<file path="config.mk">
export PLATFORM = sky130hd
export DESIGN_NAME = exc_check_stage
export DESIGN_NICKNAME = d
export VERILOG_FILES = /design/src/rtl/exc_check_stage.sv
export SDC_FILE = /design/constraint.sdc
export NUM_CORES = 1
export LEC_CHECK = 0
export BUFFER_PORTS_ARGS = -buffer_cell sky130_fd_sc_hd__buf_2
export CAP_MARGIN = 20
export CORE_ASPECT_RATIO = 1.5
export CORE_UTILIZATION = 25
export CTS_BUF_LIST = sky130_fd_sc_hd__clkbuf_16
export DETAILED_ROUTE_END_ITERATION = 10
export SLEW_MARGIN = 10
export SYNTH_ARGS = -nofsm -noshare
export SYNTH_HDL_FRONTEND = slang
export SYNTH_SLANG_ARGS = --single-unit
export TNS_END_PERCENT = 10
</file>
<file path="constraint.sdc">
create_clock -name clk -period 5.12 [get_ports clk]
set_input_delay 1.024 -clock clk [delete_from_list [all_inputs] [get_ports clk]]
set_output_delay 1.024 -clock clk [all_outputs]
set_load 0.05 [all_outputs]
</file>
<file path="src/rtl/exc_check_stage.sv">
// exc_check_stage: decodes syscall/break/trap exceptions, merges them with upstream codes, and registers the result with a saturating trap counter.
module exc_check_stage #(
  parameter int DW      = 32,
  parameter bit TRAP_EN = 1'b1,
  parameter int CNT_W   = 16
) (
  input  logic             clk,
  input  logic             reset,
  input  logic             stall,
  input  logic             flush,
  input  logic             valid_in,
  input  logic [31:0]      instr_in,
  input  logic [DW-1:0]    rd1,
  input  logic [DW-1:0]    rd2,
  input  logic [4:0]       exc_in,
  output logic             valid_out,
  output logic [4:0]       exc_out,
  output logic             exc_pending,
  output logic [CNT_W-1:0] trap_cnt
);
  logic [5:0] op, fn;
  logic [4:0] rt;
  logic special, regimm, is_sys, is_brk;
  logic t_ge, t_geu, t_lt, t_ltu, t_eq, t_ne, is_trap, cond;
  logic [DW-1:0] imm, opb;
  logic [4:0] local_exc, next_exc;
  logic valid_q;
  logic [4:0] exc_q;
  logic [CNT_W-1:0] cnt_q, cnt_d;
  logic unused_rs;
  assign unused_rs = ^instr_in[25:21];
  always_comb begin
    op        = instr_in[31:26];
    fn        = instr_in[5:0];
    rt        = instr_in[20:16];
    special   = op == 6'h00;
    regimm    = op == 6'h01;
    is_sys    = special & (fn == 6'h0c);
    is_brk    = special & (fn == 6'h0d);
    t_ge      = special ? fn == 6'h30 : regimm & (rt == 5'h08);
    t_geu     = special ? fn == 6'h31 : regimm & (rt == 5'h09);
    t_lt      = special ? fn == 6'h32 : regimm & (rt == 5'h0a);
    t_ltu     = special ? fn == 6'h33 : regimm & (rt == 5'h0b);
    t_eq      = special ? fn == 6'h34 : regimm & (rt == 5'h0c);
    t_ne      = special ? fn == 6'h36 : regimm & (rt == 5'h0e);
    is_trap   = t_ge | t_geu | t_lt | t_ltu | t_eq | t_ne;
    imm       = DW'($signed(instr_in[15:0]));
    opb       = special ? rd2 : imm;
    cond      = (t_ge  & ($signed(rd1) >= $signed(opb))) |
                (t_geu & (rd1 >= opb)) |
                (t_lt  & ($signed(rd1) <  $signed(opb))) |
                (t_ltu & (rd1 <  opb)) |
                (t_eq  & (rd1 == opb)) |
                (t_ne  & (rd1 != opb));
    local_exc = is_sys ? 5'd8 : is_brk ? 5'd9 : (is_trap & !TRAP_EN) ? 5'd10 :
                (is_trap & cond) ? 5'd13 : 5'd0;
    next_exc  = (exc_in != 5'd0) ? exc_in : local_exc;
    // counter saturates instead of wrapping so a long debug run never reads back small
    cnt_d     = (valid_in && next_exc == 5'd13 && !(&cnt_q)) ? cnt_q + CNT_W'(1) : cnt_q;
  end
  always_ff @(posedge clk) begin
    if (reset) begin
      valid_q <= 1'b0;
      exc_q   <= '0;
      cnt_q   <= '0;
    end else if (flush) begin
      valid_q <= 1'b0;
      exc_q   <= '0;
    end else if (!stall) begin
      valid_q <= valid_in;
      exc_q   <= valid_in ? next_exc : 5'd0;
      cnt_q   <= cnt_d;
    end
  end
  assign valid_out   = valid_q;
  assign exc_out     = exc_q;
  assign exc_pending = valid_q & (exc_q != 5'd0);
  assign trap_cnt    = cnt_q;
endmodule

</file>
==> metrics.md <==
| Metric | Value |
|---|---|
| Status | finished clean |
| P per Cell Area | 146 nW/um^2 |
| RSZ-0062 raised after global routing | no |
| Worst Hold Endpoint | exc_out[2] |
| Congestion Overflow GR | 0 |
| Final net count | 566 |
| Critical path arrival | between 4 and 5 ns |
| FILL cells | roughly 1000 |
| Ports | around 130 |
| HPWL after detailed placement | 6230 um |
| Area leader, netlist | dfxtp_1 |
| Antenna cells | 0 |
| WP data required | between 5 and 6 ns |
| Yosys warns | 0 |
| Count of cell types in the netlist | 53 |
| Reg2reg end | trap_cnt[8] |
| Via count | 2773 |
| Syn nets | 445 |
| Cell Count, Final, Fillers Out | 541 |
| Initial core utilization | 0.258 |
| Slew HR | 0.513 |
| Crit-path max FO | 33 |
| Peak supply drop | 0.149 mV |
| Pin count of the biggest net entering global routing | 34 |
| FF-to-FF path depth | 8 |
| Mean Syn Cell Area | 8.17 um^2 |
| Cell count after synthesis | about 310 |
| Port bufs | 123 |
| Final Hold Viols | 0 |
| CTS tree | yes |
| CP Launch Type | primary input |
| CTS buffer count | 3 |
| WL final | 7380 um |
| Hold path depth | 2 |
| Reg2Reg Launch Point | trap_cnt[5] |
| Slew Limit Fails | 0 |
| Ys flop type | dfxtp_1 |
| Core Box Area | 9690 um^2 |
| Max Cap Viol | 0 |
| Sequential cell area fraction in the yosys report | 0.176 |
| Clock sink total | 22 |
| Static Leak | roughly 1.5 nW |
| Row Count | 44 |
| Slew @ Worst Pin | approximately 0.72 ns |
| Overall Global Routing Usage | 0.139 |
| Synth async-reset ratio | 0 |
| R2R setup slack | approximately 2.1 ns |
| Clk buf depth | 2 |
| WL per Instance | ~14 um |
| First-pass GRT wire length | 12200 um |
| Number of cells after detailed placement | 537 |
| Critical path endpoint category | flop |
| Max frequency | 210 MHz |
| Vias in the first global route | 2694 |
| Layout cells sized above 1 | 0.364 |
| Final setup vio count | 0 |
| Via density | 5.13 |
| Mapped Area | 2500 um^2 |
| Initial antenna violation count | 0 |
| Final Cycle Share | 0.930 |
| Placed Instance Area | 3260 um^2 |
| Setup WS pre-CTS | -0.269 ns |
| Final min period | 4.76 ns |
| Top cells by area, synth | dfxtp_1 (18%), ha_1 (17%), a21oi_1 (7.8%) |
| HP Start | exc_out[2] |
| Number of iterations in the first detailed-routing pass | 6 |
| Setup bufs post-CTS | 0 |
| Htree depth | 1 |
| Clock skew | 0.000923 ns |
| DRC errors left | 0 |
| Synthesis-stage register bit count | 22 |
| Die width | ~84 um |
| Worst skew pair latency | between 0.2 and 0.3 ns |
| Post-synth EDFFs | 0 |
| Worst Path Class, Setup | in2reg |
| Hold slack final | 0.497 ns |
| Hold Crit Class | reg2reg |
| Root Buffer | clkbuf_16 |
| Finished Cell Area | 3350 um^2 |
| Post-route setup slack | 0.356 ns |
| Die area | 10400 um^2 |
| Register clock-pin slew on the reported worst setup and hold paths | approximately 0.060 ns |
| Post-synth top area share | 0.176 |
| DRT antenna net count | 0 |
| Placer Congestion | 0.860 |
| Syn-to-layout area delta | 33.9% |
| DR iter-0 viols | 79 |
| Die Span Y | 125 um |
-- worst max-delay path, stage by stage --
cell       delay, ns
buf_2           0.10
nor3_1          0.22
and3_1          0.24
buf_6           0.30
a21oi_1         0.13
ha_1            0.37
nand4_2         0.14
or4_4           0.56
o32ai_2         0.31
o2bb2ai_1       0.20
or4b_1          0.48
buf_4           0.22
a211oi_1        0.26
mux2_1          0.35
-- metrics by stage --
step / total power, mW / TNS (ns) / util
after CTS: 0.495 / 0 / 0.345
after floorplan: 0.260 / 0 / -
after global placement: 0.322 / -1.36 / 0.337
after global routing: 0.521 / 0 / 0.346
final: 0.488 / 0 / 0.346
after detailed placement: 0.326 / -1.93 / 0.337
-- routing by layer --
metal	global-route usage	share of wire
met5	0	0
met4	0.0379	0.013
met3	0.0205	0.058
met2	0.263	0.52
met1	0.159	0.41
-- logic make-up after synthesis --
logic type | synth area share
AO/OA/AOI/OAI | 0.245
adder cells (fa/ha/maj) | 0.165
buffers and inverters | 0.0335
flip-flops | 0.176
multiplexers | 0.124
AND/OR/NAND/NOR | 0.257
-- worst max path at each step --
stage	start	to	cells after the start
after floorplan	instr_in[31]	trap_cnt[11]	17
after global placement	instr_in[31]	trap_cnt[6]	14
after detailed placement	instr_in[31]	trap_cnt[8]	14
after CTS	instr_in[31]	trap_cnt[8]	14
after global routing	instr_in[31]	trap_cnt[6]	14
final	instr_in[31]	trap_cnt[8]	14
-- cell usage in the layout (no fill, tap or decap), types with 3 or more instances in the layout --
| master | instances |
|---|---|
| mux2i_1 | 14 |
| nor2_1 | 23 |
| a21bo_2 | 3 |
| inv_1 | 6 |
| buf_4 | 5 |
| a21o_1 | 3 |
| nand2_1 | 13 |
| a21boi_0 | 3 |
| a22oi_1 | 6 |
| mux2_2 | 6 |
| ha_1 | 33 |
| mux2_1 | 9 |
| nand4_1 | 8 |
| buf_2 | 123 |
| and3_1 | 8 |
| or4_1 | 3 |
| a21oi_2 | 6 |
| o21a_1 | 3 |
| o21ai_0 | 3 |
| a221oi_1 | 4 |
| nor2b_1 | 17 |
| nor3_1 | 4 |
| dfxtp_1 | 22 |
| and4_1 | 4 |
| o211ai_1 | 3 |
| nand3_1 | 13 |
| a21oi_1 | 39 |
| a211oi_1 | 7 |
| clkbuf_16 | 3 |
-- synth_stat cells (all sizes together) (3+ instances only) --
| cell | n |
|---|---|
| mux2i | 14 |
| nand4 | 9 |
| nand2 | 13 |
| o21a | 3 |
| a21boi | 3 |
| and4 | 4 |
| nor2b | 18 |
| a211oi | 7 |
| a22oi | 6 |
| ha | 33 |
| nor3 | 4 |
| dfxtp | 22 |
| a21o | 3 |
| o21ai | 3 |
| or4 | 4 |
| inv | 6 |
| a21bo | 3 |
| clkbuf | 10 |
| o211ai | 3 |
| nor2 | 23 |
| buf | 4 |
| nand3 | 13 |
| a221oi | 4 |
| a21oi | 45 |
| mux2 | 15 |
| and3 | 8 |
-- report_power, final --
group	internal, mW	switching [mW]
registers	0.172	0.000811
logic	0.0726	0.0759
clock network	0.104	0.0623
-- sequential cells by signal, summed over array words and instances, names as in the netlist --
signal,count
trap_cnt,16
exc_out,5
valid_out,1
-- what timing repair did --
| action | in CTS | in global routing |
|---|---|---|
| hold buffers | 0 | 0 |
| gates resized for setup | 1 | 1 |
| endpoints found under the setup margin | 1 | 3 |
| hold endpoints to repair | 0 | 0 |
-- final cells by class --
cell class | count | area [um^2] | area share
multi-input cells | 264 | 1980 | 0.591
clock inverters | 1 | 3.75 | 0.00112
flip-flops and latches | 22 | 440 | 0.131
well taps | 115 | 144 | 0.0430
repair buffers | 130 | 684 | 0.204
inverters | 6 | 22.5 | 0.00672
clock buffers | 3 | 75.1 | 0.0224
No activity file was read; power rests on OpenSTA's default activity.
